`src/rtl/sram_bist.sv`:
```
`timescale 1ns/1ps
`default_nettype none
// ============================================================================
// sram_bist : SRAM self-test sequencer in front of sram_driver (write, read,
//             compare; true then inverted pattern). Option: SRAM_BIST_TIMEOUT_EN
// Revision  : 1.0
// ============================================================================
module sram_bist #(
  parameter int                ADDR_W  = 13,
  parameter int                DATA_W  = 8,
  parameter logic [DATA_W-1:0] SEED    = DATA_W'(8'hA5),
  parameter int                BLINK_W = 22
`ifdef SRAM_BIST_TIMEOUT_EN
  ,
  parameter int                TMO_W   = 8
`endif
) (
  input  logic              clk,
  input  logic              reset_n,
  input  logic              run,
  input  logic              ready,
  output logic              start,
  output logic              re,
  output logic [ADDR_W-1:0] address,
  output logic [DATA_W-1:0] data_in,
  input  logic [DATA_W-1:0] data_out,
  output logic              busy,
  output logic              done,
  output logic              pass,
  output logic [7:0]        err_count,
  output logic [ADDR_W-1:0] err_addr,
  output logic              led
`ifdef SRAM_BIST_TIMEOUT_EN
  ,
  output logic              timeout
`endif
);

  typedef enum logic [2:0] {
    S_IDLE    = 3'd0,
    S_WR_REQ  = 3'd1,
    S_WR_WAIT = 3'd2,
    S_RD_REQ  = 3'd3,
    S_RD_WAIT = 3'd4,
    S_CHECK   = 3'd5,
    S_DONE    = 3'd6
  } state_t;

  localparam logic [ADDR_W-1:0] ADDR_MAX = '1;

  state_t              state_q, state_d;
  logic [ADDR_W-1:0]   address_q, address_d;
  logic [DATA_W-1:0]   data_in_q, data_in_d;
  logic [DATA_W-1:0]   rdata_q, rdata_d;
  logic                re_q, re_d;
  logic                start_q, start_d;
  logic                busy_q, busy_d;
  logic                done_q, done_d;
  logic                pass_q, pass_d;
  logic                phase_q, phase_d;
  logic [7:0]          err_count_q, err_count_d;
  logic [ADDR_W-1:0]   err_addr_q, err_addr_d;
  logic [BLINK_W-1:0]  blink_q, blink_d;
  logic                led_q, led_d;
  logic                mismatch;

`ifdef SRAM_BIST_TIMEOUT_EN
  localparam logic [TMO_W-1:0] TMO_LAST = TMO_W'((2 ** TMO_W) - 2);
  logic [TMO_W-1:0]    tmo_q, tmo_d;
  logic                timeout_q, timeout_d;
`endif

  function automatic logic [DATA_W-1:0] pattern(input logic [ADDR_W-1:0] a,
                                                input logic              ph);
    return (DATA_W'(a) ^ SEED) ^ {DATA_W{ph}};
  endfunction

  always_ff @(posedge clk or negedge reset_n) begin
    if (!reset_n) begin
      state_q     <= S_IDLE;
      address_q   <= '0;
      data_in_q   <= '0;
      rdata_q     <= '0;
      re_q        <= 1'b0;
      start_q     <= 1'b0;
      busy_q      <= 1'b0;
      done_q      <= 1'b0;
      pass_q      <= 1'b0;
      phase_q     <= 1'b0;
      err_count_q <= '0;
      err_addr_q  <= '0;
      blink_q     <= '0;
      led_q       <= 1'b0;
    end else begin
      state_q     <= state_d;
      address_q   <= address_d;
      data_in_q   <= data_in_d;
      rdata_q     <= rdata_d;
      re_q        <= re_d;
      start_q     <= start_d;
      busy_q      <= busy_d;
      done_q      <= done_d;
      pass_q      <= pass_d;
      phase_q     <= phase_d;
      err_count_q <= err_count_d;
      err_addr_q  <= err_addr_d;
      blink_q     <= blink_d;
      led_q       <= led_d;
    end
  end

`ifdef SRAM_BIST_TIMEOUT_EN
  always_ff @(posedge clk or negedge reset_n) begin
    if (!reset_n) begin
      tmo_q     <= '0;
      timeout_q <= 1'b0;
    end else begin
      tmo_q     <= tmo_d;
      timeout_q <= timeout_d;
    end
  end
`endif

  always_comb begin
    state_d     = state_q;
    address_d   = address_q;
    data_in_d   = data_in_q;
    rdata_d     = rdata_q;
    re_d        = re_q;
    start_d     = 1'b0;
    busy_d      = busy_q;
    done_d      = done_q;
    pass_d      = pass_q;
    phase_d     = phase_q;
    err_count_d = err_count_q;
    err_addr_d  = err_addr_q;
    blink_d     = (done_q && !pass_q) ? blink_q + 1'b1 : '0;
`ifdef SRAM_BIST_TIMEOUT_EN
    tmo_d       = tmo_q;
    timeout_d   = timeout_q;
`endif
    mismatch    = (rdata_q != pattern(address_q, phase_q));

    case (state_q)
      S_IDLE, S_DONE: begin
        if (run) begin
          done_d      = 1'b0;
          pass_d      = 1'b0;
          err_count_d = '0;
          err_addr_d  = '0;
          address_d   = '0;
          phase_d     = 1'b0;
          busy_d      = 1'b1;
`ifdef SRAM_BIST_TIMEOUT_EN
          timeout_d   = 1'b0;
`endif
          state_d     = S_WR_REQ;
        end
      end

      S_WR_REQ: begin
        if (ready) begin
          start_d   = 1'b1;
          re_d      = 1'b0;
          data_in_d = pattern(address_q, phase_q);
`ifdef SRAM_BIST_TIMEOUT_EN
          tmo_d     = '0;
`endif
          state_d   = S_WR_WAIT;
        end
      end

      // While start_q is high the driver has not yet seen the request, so its
      // ready is stale and must be ignored for that one cycle.
      S_WR_WAIT: begin
        if (!start_q && ready) begin
          if (address_q == ADDR_MAX) begin
            address_d = '0;
            state_d   = S_RD_REQ;
          end else begin
            address_d = address_q + 1'b1;
            state_d   = S_WR_REQ;
          end
        end
      end

      S_RD_REQ: begin
        if (ready) begin
          start_d = 1'b1;
          re_d    = 1'b1;
`ifdef SRAM_BIST_TIMEOUT_EN
          tmo_d   = '0;
`endif
          state_d = S_RD_WAIT;
        end
      end

      S_RD_WAIT: begin
        if (!start_q && ready) begin
          rdata_d = data_out;
          state_d = S_CHECK;
        end
      end

      S_CHECK: begin
        if (mismatch) begin
          if (err_count_q != 8'hFF) err_count_d = err_count_q + 8'd1;
          if (err_count_q == 8'd0)  err_addr_d  = address_q;
        end
        if (address_q != ADDR_MAX) begin
          address_d = address_q + 1'b1;
          state_d   = S_RD_REQ;
        end else if (!phase_q) begin
          phase_d   = 1'b1;
          address_d = '0;
          state_d   = S_WR_REQ;
        end else begin
          busy_d    = 1'b0;
          done_d    = 1'b1;
          pass_d    = (err_count_d == 8'd0);
          state_d   = S_DONE;
        end
      end

      default: state_d = S_IDLE;
    endcase

`ifdef SRAM_BIST_TIMEOUT_EN
    // Count stalled cycles only after the request has been seen by the driver.
    if ((state_q == S_WR_WAIT || state_q == S_RD_WAIT) && !start_q && !ready) begin
      if (tmo_q == TMO_LAST) begin
        busy_d      = 1'b0;
        done_d      = 1'b1;
        pass_d      = 1'b0;
        err_count_d = 8'hFF;
        err_addr_d  = address_q;
        timeout_d   = 1'b1;
        state_d     = S_DONE;
      end else begin
        tmo_d = tmo_q + 1'b1;
      end
    end
`endif

    led_d = done_d && (pass_d || blink_d[BLINK_W-1]);
  end

  assign start     = start_q;
  assign re        = re_q;
  assign address   = address_q;
  assign data_in   = data_in_q;
  assign busy      = busy_q;
  assign done      = done_q;
  assign pass      = pass_q;
  assign err_count = err_count_q;
  assign err_addr  = err_addr_q;
  assign led       = led_q;
`ifdef SRAM_BIST_TIMEOUT_EN
  assign timeout   = timeout_q;
`endif

endmodule
`default_nettype wire

```
`config.mk`:
```
export PLATFORM = sky130hd
export DESIGN_NAME = sram_bist
export DESIGN_NICKNAME = d
export VERILOG_FILES = /design/src/rtl/sram_bist.sv
export SDC_FILE = /design/constraint.sdc
export NUM_CORES = 1
export LEC_CHECK = 0
export CAP_MARGIN = 20
export CELL_PAD_IN_SITES_DETAIL_PLACEMENT = 0
export CELL_PAD_IN_SITES_GLOBAL_PLACEMENT = 2
export CORE_UTILIZATION = 31
export DETAILED_ROUTE_END_ITERATION = 10
export HOLD_SLACK_MARGIN = 0.12
export PLACE_DENSITY = 0.73
export SLEW_MARGIN = 25
export SYNTH_ARGS = -nofsm -noshare
export SYNTH_HDL_FRONTEND = slang
export SYNTH_SLANG_ARGS = --single-unit
```
`constraint.sdc`:
```
create_clock -name clk -period 2.1 [get_ports clk]
set_input_delay 0.42 -clock clk [delete_from_list [all_inputs] [get_ports clk]]
set_output_delay 0.42 -clock clk [all_outputs]
set_load 0.02 [all_outputs]
```
==> metrics.txt, run 1 <==
clk root buf clkbuf_16; kind of critical path flop to flop; max_cap viols 0; CP arrival 2.28 ns; WL/cell 15.28 um; status complete, no violations; Synth top area share 0.4828; main flop type after synthesis dfrtp_1; kind of start point of the critical path flop; Die ar. 14180 sq um; min Tclk post-route 2.010 ns; Setup Skew 0.008638 ns; Reg2Reg Setup Slack 0.09 ns; Worst VDD drop 0.4499 mV; PnR Total Power 5705 uW; Final Routed Wirelength 11260 um; routability cong. 0.8100; top cells by instance count after synthesis 82 x dfrtp_1, 71 x nand2_1, 43 x o21ai_0; cell-by-cell listing of the critical path buf_4 > xnor2_2 > nor4_1 > a21o_2 > buf_4 > a211oi_4 > mux2i_1 > o221ai_2 > o21ai_1; CTS tree yes; number of global-route vias before repair 3513; maximum root-to-sink buffer count 2; share of layout cells above drive strength 1 0.2175; CP Data Required Time 2.37 ns; Synth cell types 57; Clock transition at path regs 0.06 ns; CORE AREA 13300 sq um; top-count cell post-synth dfrtp_1; Worst Hold Class flop to flop; f_max 497.5 MHz; Finished Core Util 0.4362; initial drt markers 245; Max transition margin 0.6765; FP Rows 42; DRC violations left 0; Nets 572; Syn-to-layout area delta 36.44%; register area share after synthesis 0.4828; slowest CP cell dfrtp_2; global route total overflow 0; crit-path max cell delay 0.41 ns; Synth Net Count 465; clock sinks 82; multi-input logic area 2106 sq um; warnings from Yosys 0; CP Capture Point pass; Syn Inst Count 449; R2R depth 9; Tcrit/Tclk final 0.9571; asr flop ratio synth 1.000; global-route wire length before repair 18650 um; initial core utilization 0.3197; Boundary Pins 60; worst-path fanout max 5; pre-CTS WS -0.07879 ns; Final Hold Fails 0; worst setup margin 0.09013 ns; Detail Placement HPWL 8277 um; Syn Area/Cell 9.466 sq um; initial antenna violation count 0; CP Capture Type flop; vias per cell 4.834; insertion delay to the later sink of the worst-skew pair 0.35 ns; Via Count 3563; Cell Pwr Density 983.7 nW/um^2; reg2reg end pass; gr usage total 0.1704; DIE WIDTH 119.1 um; Layout fillers 1290; Num CTS Buffers 9; setup TNS 0 ns; Die Y-Extent 119.1 um; port bufs 59; Seq cells post-synth 82; final setup vio count 0; top area cells in the synthesized netlist dfrtp_1 48%, nand2_1 6.3%, o21ai_0 5.1%; Worst Setup SP address[0]; synthesized area 4250 sq um; Worst R2R Start address[0]; Slew Limit Fails 0; Post-DRT Antenna Nets 0; RSZ-0062 raised after global routing true; Leakage 0.002459 uW; Yosys top cell by area dfrtp_1; number of synthesized flops with an enable pin 0; Slew @ Worst Pin 0.4852 ns; most used cell, CP buf_4; Sequential Area 2064 sq um; largest net degree at the start of global routing 40; H-tree levels 3; diode count 0; drt first pass iters 4
==> critical path, delay by kind of cell, from the launching register on <==
kind | cells | cell delay [ns]
multiplexers | 1 | 0.25
flip-flops | 1 | 0.41
XOR/XNOR | 1 | 0.14
buffers and inverters | 2 | 0.31
AO/OA/AOI/OAI | 4 | 0.76
AND/OR/NAND/NOR | 1 | 0.07
==> flip-flops by register name (all words and copies together), names as in the netlist, 3 cells and up <==
signal     count
blink_q       22
rdata_q        8
err_count      8
address       13
err_addr      13
data_in        8
state_q        3
==> routing by layer <==
metal | up-vias | global-route usage | part of all wire
met5 | - | 0 | 0
met4 | 0 | 0.07278 | 0.017
met3 | 12 | 0.02826 | 0.035
met2 | 76 | 0.2562 | 0.45
met1 | 1701 | 0.2405 | 0.50
li1 | 1774 | - | -
==> what timing repair did <==
action | CTS | global route
setup endpoints to repair | 12 | 15
pin swaps | 4 | 9
hold endpoints to repair | 25 | 0
buffers inserted | 1 | 1
resized for setup | 1 | 24
hold buffers | 1 | 0
==> cells by family (layout without fill, tap and decap cells) <==
kind of cell	after synthesis	count (layout)	synth area share
compound gates	92	92	0.1328
xor+xnor	36	36	0.07418
fa+ha+maj	4	4	0.01178
buf+inv	30	142	0.04151
flops	82	82	0.4828
mux	15	15	0.03827
simple gates	190	190	0.2187
==> per-stage QoR <==
stage | hold slack (ns) | cell area (sq um) | std cells
final | 0.4820 | 5799 | 737
after detailed placement | 0.3727 | 5379 | 718
after global routing | 0.5184 | 5799 | 737
after global placement | 0.3686 | 5379 | 718
after floorplan | 0.1244 | 4260 | 449
after CTS | 0.4911 | 5703 | 736
==> power by group <==
part / switching (uW) / leakage [uW] / internal (uW)
clock: 660 / 0.000151 / 980
sequential: 227 / 0.00109 / 1820
combinational: 1050 / 0.00122 / 962
==> cell usage in the layout, fill, tap and decap left out, types with 3 or more instances in the layout <==
cell and n:
nand3_1 23, dfrtp_2 10, nor2_1 42, nor2b_1 5, buf_4 54, inv_1 7, dfrtp_1 72, a21oi_1 11
xnor2_2 4, xnor2_1 12, mux2i_1 5, clkdlybuf4s50_1 58, nor3_1 3, clkbuf_16 9, or2_2 4, mux2_2 10
o31ai_1 5, buf_12 3, o21ai_1 10, nand2_1 71, clkinv_2 3, o21ai_0 43, nand2b_1 4, xor2_1 19
and3_1 10, a31oi_1 3, nand4_1 7
==> how the worst min path moves through the flow <==
stage / depth (start not counted) / startpoint / slack (ns) / end
after global placement: 1 / reset_n / 0.37 / data_in[3]
final: 2 / data_in[4] / 0.48 / data_in[4]
after global routing: 2 / data_in[4] / 0.52 / data_in[4]
after detailed placement: 1 / reset_n / 0.37 / data_in[3]
after CTS: 2 / data_in[5] / 0.49 / data_in[5]
after floorplan: 0 / reset_n / 0.12 / address[0]
==> final cells by class <==
type	instances	share of cell area
Tap cell	176	0.03797
Timing Repair Buffer	117	0.1840
Clock inverter	5	0.009061
Sequential cell	82	0.3560
Inverter	9	0.006257
Multi-Input combinational cell	337	0.3631
Clock buffer	11	0.04358
No activity file was read; power rests on OpenSTA's default activity.
==> run 2: changes to the inputs <==
--- a/config.mk
+++ b/config.mk
@@ -12,7 +12,7 @@
 export DETAILED_ROUTE_END_ITERATION = 10
 export HOLD_SLACK_MARGIN = 0.12
 export PLACE_DENSITY = 0.73
-export SLEW_MARGIN = 25
+export SLEW_MARGIN = 0
 export SYNTH_ARGS = -nofsm -noshare
 export SYNTH_HDL_FRONTEND = slang
 export SYNTH_SLANG_ARGS = --single-unit
==> results of run 2 <==
The final DEF is identical to that of run 1; final timing and power are the same.
==> run 3: changes to the inputs <==
--- a/config.mk
+++ b/config.mk
@@ -10,6 +10,7 @@
 export CELL_PAD_IN_SITES_GLOBAL_PLACEMENT = 2
 export CORE_UTILIZATION = 31
 export DETAILED_ROUTE_END_ITERATION = 10
+export GPL_ROUTABILITY_DRIVEN = 0
 export HOLD_SLACK_MARGIN = 0.12
 export PLACE_DENSITY = 0.73
 export SLEW_MARGIN = 0
==> results of run 3 <==
The final DEF is identical to that of run 1; final timing and power are the same.
